**config.mk**
```make
export PLATFORM = sky130hd
export DESIGN_NAME = serial_adder
export DESIGN_NICKNAME = d
export VERILOG_FILES = /design/src/rtl/FA.sv /design/src/rtl/serial_adder.sv
export SDC_FILE = /design/constraint.sdc
export NUM_CORES = 1
export LEC_CHECK = 0
export ABC_CLOCK_PERIOD_IN_PS = 4300
export CAP_MARGIN = 20
export CORE_MARGIN = 5
export CORE_UTILIZATION = 55
export DETAILED_ROUTE_END_ITERATION = 6
export GPL_ROUTABILITY_DRIVEN = 0
export GPL_TIMING_DRIVEN = 1
export PLACE_DENSITY = 0.93
export SLEW_MARGIN = 40
export SYNTH_ARGS = -nofsm -noshare
export SYNTH_HDL_FRONTEND = slang
export SYNTH_SLANG_ARGS = --single-unit
```
**constraint.sdc**
```tcl
create_clock -name clk -period 4.3 [get_ports clk]
set_clock_uncertainty 0.2 [all_clocks]
set_input_delay 1.29 -clock clk [delete_from_list [all_inputs] [get_ports clk]]
set_output_delay 1.29 -clock clk [all_outputs]
set_load 0.05 [all_outputs]
```
**src/rtl/FA.sv**
```systemverilog
// One-bit full adder cell; the only arithmetic datapath element of the serial adder.
module FA (
    input  logic a,
    input  logic b,
    input  logic cin,
    output logic sum,
    output logic cout
);

    assign sum  = a ^ b ^ cin;
    assign cout = (a & b) | (cin & (a ^ b));

endmodule

```
**src/rtl/serial_adder.sv**
```systemverilog
// Bit-serial WIDTH-bit adder: operands shift LSB-first through one FA cell,
// carry is held in a flip-flop, and the result is published as a registered word.
module serial_adder #(
    parameter int WIDTH = 8
) (
    input  logic             clk,
    input  logic             rst,
    input  logic             start,
    input  logic [WIDTH-1:0] a,
    input  logic [WIDTH-1:0] b,
    input  logic             cin,
    output logic             busy,
    output logic             done,
    output logic [WIDTH-1:0] sum,
    output logic             cout
);

    localparam int CW = $clog2(WIDTH + 1);
    localparam logic [1:0] IDLE = 2'd0;
    localparam logic [1:0] RUN  = 2'd1;
    localparam logic [1:0] DONE = 2'd2;
    localparam logic [CW-1:0] LAST = CW'(WIDTH - 1);

    logic [1:0]       state;
    logic [1:0]       next_state;
    logic [WIDTH-1:0] a_sh;
    logic [WIDTH-1:0] b_sh;
    logic             carry;
    logic [CW-1:0]    cnt;
    logic             fa_sum;
    logic             fa_cout;
    logic [WIDTH-1:0] result;
    logic             accept;
    logic             last;

    FA u_fa (
        .a    (a_sh[0]),
        .b    (b_sh[0]),
        .cin  (carry),
        .sum  (fa_sum),
        .cout (fa_cout)
    );

    assign accept = start && ((state == IDLE) || (state == DONE));
    assign last   = (state == RUN) && (cnt == LAST);

    // The accumulator holds only the WIDTH-1 low sum bits; the final bit comes
    // straight from the FA on the completion edge, so WIDTH=1 needs no accumulator.
    if (WIDTH == 1) begin : g_no_acc
        assign result = fa_sum;
    end else begin : g_acc
        logic [WIDTH-2:0] acc;
        logic [WIDTH-2:0] acc_next;

        if (WIDTH == 2) begin : g_w2
            assign acc_next = fa_sum;
        end else begin : g_wn
            assign acc_next = {fa_sum, acc[WIDTH-2:1]};
        end

        always_ff @(posedge clk) begin
            if (rst) begin
                acc <= '0;
            end else if (state == RUN) begin
                acc <= acc_next;
            end
        end

        assign result = {fa_sum, acc};
    end

    always_comb begin
        next_state = IDLE;
        case (state)
            IDLE:    next_state = start ? RUN : IDLE;
            RUN:     next_state = last ? DONE : RUN;
            DONE:    next_state = start ? RUN : IDLE;
            default: next_state = IDLE;
        endcase
    end

    always_ff @(posedge clk) begin
        if (rst) begin
            state <= IDLE;
            busy  <= 1'b0;
            done  <= 1'b0;
            a_sh  <= '0;
            b_sh  <= '0;
            carry <= 1'b0;
            cnt   <= '0;
            sum   <= '0;
            cout  <= 1'b0;
        end else begin
            state <= next_state;
            busy  <= (next_state == RUN);
            done  <= (next_state == DONE);
            if (accept) begin
                a_sh  <= a;
                b_sh  <= b;
                carry <= cin;
                cnt   <= '0;
            end else if (state == RUN) begin
                a_sh  <= a_sh >> 1;
                b_sh  <= b_sh >> 1;
                carry <= fa_cout;
                cnt   <= cnt + CW'(1);
            end
            if (last) begin
                sum  <= result;
                cout <= fa_cout;
            end
        end
    end

endmodule

```
### After elaboration in Yosys (flattened, before gate mapping)

Cells that the tools add are included.

| storage, ports and cells | value |
|---|---|
| logic and storage cells | 37 |
| register bits after elaboration | 41 |
| output and inout port bits | 11 |
| input port bits | 20 |

| operators by class | value |
|---|---|
| add/sub/neg operators | 1 |
| muxes and demuxes | 9 |
| reduce and logical (&&, ||, !) cells | 7 |
| equal/unequal tests | 5 |
| bitwise operators | 5 |

Operator list:

| cell | number |
|---|---|
| two-way mux 8 bit | 4 |
| adder 4 x 1 -> 4 bit (second input constant) | 1 |
| == test 2 x 1 -> 1 bit (second input constant) | 2 |
| == test 2 bit (second input constant) | 2 |
| == test 4 x 3 -> 1 bit (second input constant) | 1 |
| one-hot mux 2 bit (2 select lines) | 1 |
| OR reduction 2 bit | 2 |
| two-way mux 1 bit | 3 |
| AND 1 bit | 2 |
| logical AND 1 bit | 2 |
| zero test 2 bit | 1 |
| two-way mux 2 bit | 1 |
| nonzero test 2 bit | 1 |
| bitwise XOR 1 bit | 2 |
| logical OR 1 bit | 1 |
| bitwise OR 1 bit | 1 |

### Depth between registers and ports, before layout

Gate-level depths: netlist (run 1).

| logic depth | value |
|---|---|
| depth in word-level cells | 5 |
| gate-level depth with buffers | 5 |
| gate-level depth less buffers | 4 |

### Hierarchy

Synthesis (run 1) repeated with hierarchy kept, for this count alone.

| second synthesis, totals | value |
|---|---|
| cells, all modules | 192 |
| area, all modules | 1691.6 µm² |

Modules (own cells, without submodules):

| module | instances | seq. area each (µm²) | area each (µm²) | cells an instance |
|---|---|---|---|---|
| serial_adder | 1 | 820.8 | 1671.6 | 191 |
| FA | 1 | 0.0 | 20.0 | 1 |

### Worst setup path before layout (run 1)

OpenSTA, ideal clock, no wires.

| path | value |
|---|---|
| path type | input port to flip-flop |
| from | input port start |
| to | register b_sh[2] |
| buffers on the path | 2 |
| setup time | 0.122 ns |
| stages on the path | 5 |
| setup slack | 2.072 ns |
| data required time | 3.978 ns |
| arrival | 1.906 ns |
| path through | nor2b_1 -> clkbuf_2 -> buf_4 -> nor3_1 -> nor3_1 |

| on the way | value |
|---|---|
| cells in the longest elaborated chain, start to end | 2 |
| elaborated cells on any way between the ends | 3 |
| those cells by class | 1 x mux; 2 x reduce/logical |

Ends and longest elaborated chain:

| element | RTL line | text |
|---|---|---|
| start: declaration | serial_adder.sv:8 | `input logic start,` |
| logical AND 1 bit * | serial_adder.sv:44 | `assign accept = start && ((state == IDLE) \|\| (state == DONE));` |
| two-way mux 8 bit or nonzero test 2 bit (tied branches) | n/a |  |
| end signal: assignment | serial_adder.sv:104 | `b_sh <= b_sh >> 1;` |
| end: declaration | serial_adder.sv:27 | `logic [WIDTH-1:0] b_sh;` |

Every way passes the cells marked *; elsewhere a longest branch is shown, timed or not.
A chain may end at the register's enable or synchronous reset.

### Final worst setup path (run 1)

| path | value |
|---|---|
| from | register cout |
| to | output port cout |

RTL lines:

| element | RTL line | text |
|---|---|---|
| start: declaration | serial_adder.sv:15 | `output logic cout` |
| start signal: assignment | serial_adder.sv:110 | `cout <= fa_cout;` |

No word-level cell between the ends.

==> results of run 1 <==
==> through the flow <==
step           area, sq um  utilization  std cells  setup slack [ns]
6_report              2051       0.6773        256             1.302
5_1_grt               2051       0.6773        256             1.235
4_1_cts               2051       0.6773        256             1.287
3_5_place_dp          2002       0.6612        248             1.526
3_3_place_gp          2007       0.6628        248             1.158
2_1_floorplan         1723            -        185             2.072
==> power breakdown <==
part	internal [uW]	total (uW)	switching [uW]
Combinational	43.0	93.3	50.3
Sequential	397	408	10.3
Clock	65.3	180	115
Total	506	681	175
==> synth_stat cells <==
cell,n
a211oi_2,1
a21oi_1,12
a22oi_1,3
a311oi_1,5
a311oi_2,2
and2b_1,1
buf_2,5
buf_4,4
buf_6,3
clkbuf_1,2
clkbuf_2,1
dfxtp_1,41
fa_1,1
ha_1,1
mux2i_1,11
nand2_1,29
nand2b_1,19
nand2b_2,1
nand3_1,5
nand3b_1,2
nor2_1,9
nor2_8,1
nor2b_1,1
nor3_1,15
nor3_2,1
o21ai_0,1
o22ai_1,5
or3_1,1
xnor2_1,1
xor2_1,1
==> layer usage <==
layer,share of wire,routed length (um),vias to the layer above,GRT usage
li1,-,-,687,-
met1,0.43,1404,646,0.1892
met2,0.50,1631,29,0.2829
met3,0.042,136,7,0.03571
met4,0.020,66,0,0.08122
met5,0,0,-,0
==> flip-flops by register name, summed over array words and instances (netlist names) <==
register / count
a_sh: 8
b_sh: 8
sum: 8
g_acc.acc: 7
cnt: 4
state: 2
busy: 1
carry: 1
cout: 1
done: 1
==> final cells by class <==
| type | count | share of cell area |
|---|---|---|
| flip-flops and latches | 41 | 0.4002 |
| well taps | 44 | 0.02685 |
| repair buffers | 34 | 0.1586 |
| clock buffers | 8 | 0.02379 |
| multi-input cells | 129 | 0.3905 |
==> cells by family after synthesis <==
family          count (synthesis)  share of synthesized area
fa+ha+maj                       2                    0.01888
simple gates                   85                     0.2527
xor+xnor                        2                    0.01017
compound gates                 29                     0.1191
mux                            11                    0.06391
buf+inv                        15                    0.05882
flops                          41                     0.4764
==> cells in the final DEF, fill, tap and decap left out, types with 9 or more instances in the layout <==
cell type        netlist  routed
mux2i_1               11      11
nor2_1                 9       9
dfxtp_1               41      41
nand2b_1              19      19
nor3_1                15      15
a21oi_1               12      12
clkdlybuf4s50_1        0      29
nand2_1               29      29
==> path summary, 6_finish.rpt <==
check	endpoint	slack, ns	cells after the start
worst min register to register	sum[1]	0.28	2
worst max-delay path	cout	1.30	1
worst min-delay path	sum[1]	0.28	2
worst max register to register	b_sh[6]	2.47	3
==> summary.md, run 1 <==
| Metric | Value |
|---|---|
| Status | `completed` |
| Worst slew slack as a fraction of its limit | `0.4483` |
| Number of fill cells in the layout | `236` |
| Tot Pwr | `681.0 uW` |
| DRC violation count after routing | `0` |
| Achievable Freq | `333.5 MHz` |
| Ant diodes | `0` |
| Final max-slew violation count | `0` |
| Fraction of the yosys area taken by sequential cells | `0.4764` |
| Source of the worst hold timing path | `sum[1]` |
| Count of input and output buffers | `30` |
| Critical path data required time | `2.81 ns` |
| Fin Hold WS | `0.2755 ns` |
| Via count of the first global-routing pass | `1293` |
| Arrival time of the worst setup path | `1.51 ns` |
| Wire length of the first global-routing pass | `5485 um` |
| Maximum VDD drop | `0.1781 mV` |
| Effective utilization at floorplan | `0.5690` |
| Leak | `0.0007044 uW` |
| Delay of the slowest cell on the worst path | `0.81 ns` |
| Critical Path Start | `cout` |
| Power density over the cells | `332.1 nW/um^2` |
| Number of antenna violations at the first check in global routing | `0` |
| Chip height | `65.97 um` |
| Type of the worst min-delay path | `flop to flop` |
| Via density per instance | `5.348` |
| Final worst path period share | `0.6973` |
| TritonCTS sink count | `41` |
| Aggregate negative setup slack | `0 ns` |
| Fraction of post-synthesis cell area in the top cell type by area | `0.4764` |
| Routed Wire Length | `3239 um` |
| Clock tree from TritonCTS | `yes` |
| Sort of element at the end of the critical path | `output port` |
| Total CTS buffers | `5` |
| Synth Register Bits | `41` |
| Avg WL per Cell | `12.65 um` |
| Number of hold violations in the final report | `0` |
| Setup Fix Bufs, Post-CTS | `0` |
| I/O pins | `31` |
| Standard-cell rows | `20` |
| Net Count, Synth | `207` |
| Cells traversed along the worst timing path | `clkdlybuf4s50_1` |
| Cell chosen for the clock root | `clkbuf_4` |
| Number of DRC violations after detailed-routing iteration 0 | `63` |
| Clock transition at the registers of the reported paths | `0.11 ns` |
| Crit path max-delay cell type | `clkdlybuf4s50_1` |
| Fraction of final layout cells sized beyond drive strength 1 | `0.07547` |
| Number of iterations in the first detailed-routing pass | `4` |
| Kind of launch point of the worst setup path | `flop` |
| Multi-input combinational cell area | `800.8 sq um` |
| Antenna-violating nets left | `0` |
| Die span in x | `65.97 um` |
| Kind of cell with the highest combined delay on the critical path | `buffers and inverters` |
| Final Setup Violations | `0` |
| Cell count after synthesis | `185` |
| Total of max-cap violations | `0` |
| Total half-perimeter wirelength after legalization and detailed placement | `2185 um` |
| Dominant cell type by area after synthesis | `dfxtp_1` |
| Count of buffer and inverter cells on the critical path | `1` |
| Setup repair after global routing missed its margin | `false` |
| H-Tree Level Count | `2` |
| Biggest fanout along the worst timing path | `2` |
| Type of the worst setup path | `flop to output port` |
| Insertion delay of the later-clocked pin in the worst-skew pair | `0.34 ns` |
| Die outline area | `4352 sq um` |
| Minimum clock period after layout | `2.998 ns` |
| GR Overflow Total | `0` |
| Post-CTS resize count | `0` |
| Cells taking the most area after synthesis | `dfxtp_1 48%, nand2b_1 6.9%, mux2i_1 6.4%` |
| Number of warnings issued by yosys | `0` |
| Worst-Margin Slew | `0.8275 ns` |
| Core Region | `3028 sq um` |
| Unique cell type count in the Yosys netlist | `30` |
| Number of vias in the routed layout | `1369` |
| Critical R2R Launch | `state[0]` |
| Post-cts hold buffer count | `0` |
| Maximum number of pins on one net before global-route repair | `36` |
| Register Area | `820.8 sq um` |
| GRT Util Overall | `0.1636` |
| # nets final | `233` |
| Area overhead of the layout relative to synthesis | `19.03%` |
| Summed instance area of the synthesized netlist | `1723 sq um` |
| Max clock buf depth | `2` |
| Average instance area after synthesis | `9.313 sq um` |
No activity file was read; power rests on OpenSTA's default activity.
==> run 2: changes to the inputs <==
- ABC_CLOCK_PERIOD_IN_PS: 4300 -> 2500
- CORE_UTILIZATION: 55 -> 46
- PLACE_DENSITY: 0.93 -> 0.84
- clock period: 4.3 -> 2.5 ns (I/O delays scaled with it)
==> summary.md, run 2 (synthesized netlist as in run 1, its figures left out) <==
| Metric | Value |
|---|---|
| Switching power | `329.1 uW` |
| Number of antenna violations at the first check in global routing | `0` |
| Max clock buf depth | `2` |
| Largest registers | `a_sh: 8 flops, b_sh: 8 flops, sum: 8 flops` |
| Crit path max-delay cell type | `clkdlybuf4s50_1` |
| Proportion of total power due to net switching | `0.2564` |
| Area overhead of the layout relative to synthesis | `22.95%` |
| Via count of the first global-routing pass | `1248` |
| Aggregate negative setup slack | `0 ns` |
| Kind of launch point of the worst setup path | `flop` |
| Sort of element at the end of the critical path | `output port` |
| Most frequent standard cell in the layout excluding fill and tap cells | `dfxtp_1` |
| Maximum number of pins on one net before global-route repair | `51` |
| Post-CTS resize count | `0` |
| DRC violation count after routing | `0` |
| Setup Fix Bufs, Post-CTS | `0` |
| Effective utilization at floorplan | `0.4742` |
| TritonCTS sink count | `41` |
| H-Tree Level Count | `2` |
| Clock tree from TritonCTS | `yes` |
| Via density per instance | `5.126` |
| Chip height | `71.20 um` |
| Standard-cell rows | `22` |
| Critical Path Start | `cout` |
| Biggest fanout along the worst timing path | `2` |
| Final setup margin | `0.1050 ns` |
| Setup repair after global routing missed its margin | `false` |
| Number of vias in the routed layout | `1338` |
| Final Setup Violations | `0` |
| Source of the worst hold timing path | `g_acc.acc[0]` |
| I/O pins | `31` |
| # nets final | `234` |
| Final max-slew violation count | `0` |
| Most used cells in the layout excluding fill and tap cells | `41 x dfxtp_1, 30 x clkdlybuf4s50_1, 29 x nand2_1` |
| Die outline area | `5069 sq um` |
| Post-route non-filler standard cell count | `261` |
| Insertion delay of the later-clocked pin in the worst-skew pair | `0.30 ns` |
| Worst reg2reg path depth | `4` |
| Proportion of power drawn by combinational gates | `0.128` |
| Worst-Margin Slew | `0.4954 ns` |
| Post-cts hold buffer count | `0` |
| Wire length of the first global-routing pass | `5416 um` |
| Total of max-cap violations | `0` |
| Cells traversed along the worst timing path | `clkdlybuf4s50_1` |
| Leak | `0.0007311 uW` |
| Critical path data required time | `1.55 ns` |
| GRT Util Overall | `0.1337` |
| Antenna-violating nets left | `0` |
| Minimum clock period after layout | `2.395 ns` |
| Critical R2R Launch | `state[0]` |
| Final worst path period share | `0.9580` |
| Global routing usage on met2 | `0.1990` |
| Kind of cell with the highest combined delay on the critical path | `buffers and inverters` |
| Met3 GRT Util | `0.02841` |
| Number of iterations in the first detailed-routing pass | `4` |
| Routed Wire Length | `3173 um` |
| Fraction of final layout cells sized beyond drive strength 1 | `0.08920` |
| Clock transition at the registers of the reported paths | `0.07 ns` |
| Avg WL per Cell | `12.16 um` |
| Worst slew slack as a fraction of its limit | `0.6687` |
| Ant diodes | `0` |
| Placed insts | `253` |
| Maximum VDD drop | `0.2489 mV` |
| Power density over the cells | `606.0 nW/um^2` |
| Core Region | `3633 sq um` |
| Count of input and output buffers | `30` |
| Type of the worst min-delay path | `flop to flop` |
| Met1 routing resource usage after global routing | `0.1700` |
| Die span in x | `71.20 um` |
| Pre-CTS setup slack | `0.2924 ns` |
| Number of fill cells in the layout | `344` |
| Type of the worst setup path | `flop to output port` |
| Number of hold violations in the final report | `0` |
| Internal power | `954.5 uW` |
| Achievable Freq | `417.5 MHz` |
| Clk network pwr share | `0.326` |
| Total CTS buffers | `5` |
| Count of buffer and inverter cells on the critical path | `1` |
| Register Area | `820.8 sq um` |
| Sequential group share of total power | `0.546` |
| Status | `completed` |
| Number of cells on the critical path | `1` |
| Multi-input combinational cell area | `800.8 sq um` |
| Number of DRC violations after detailed-routing iteration 0 | `86` |
| Total half-perimeter wirelength after legalization and detailed placement | `2144 um` |
| Depth of the worst hold-timing path | `2` |
| Delay of the slowest cell on the worst path | `0.81 ns` |
| Cell chosen for the clock root | `clkbuf_8` |
| GR peak layer | `met2` |
| GR Overflow Total | `0` |
| Arrival time of the worst setup path | `1.45 ns` |
## run 2: worst reg2reg max path: stages, from the launching register on
cell,delay (ns)
dfxtp_1,0.40
and2b_1,0.37
buf_4,0.28
nand2_1,0.09
a311oi_2,0.23
## run 2: power groups by stage
stage          registers [uW]  logic (uW)  clock network (uW)
6_report                  701         164                 419
5_1_grt                   705         181                 456
3_5_place_dp              716         165                   0
4_1_cts                   701         165                 433
3_3_place_gp              715         161                   0
2_1_floorplan             716         116                   0
## run 2: final cells by class
type / count / share of cell area
sequential: 41 / 0.3875
multi-input combinational: 129 / 0.3780
timing repair buffer: 35 / 0.1654
clock buffer: 5 / 0.03249
tap: 48 / 0.02835
clock inverter: 3 / 0.008269
## run 2: through the flow
stage          instance area, sq um  total power, uW    util  hold slack [ns]
2_1_floorplan                  1723            832.1       -           0.2368
3_3_place_gp                   2032            876.7  0.5592           0.2496
3_5_place_dp                   2032            880.3  0.5592           0.2614
4_1_cts                        2118             1299  0.5830           0.2729
5_1_grt                        2118             1342  0.5830           0.3002
6_report                       2118             1284  0.5830           0.2689
## run 2: worst paths after layout
path / endpoint / slack [ns]
worst max-delay path: cout / 0.10
worst min-delay path: g_acc.acc[0] / 0.27
worst max register to register: a_sh[6] / 0.86
worst min register to register: g_acc.acc[0] / 0.27
## run 2: routing by layer
metal,vias to the layer above,share of wire
li1,689,-
met5,-,0
met1,612,0.46
met2,30,0.46
met3,7,0.049
met4,0,0.030
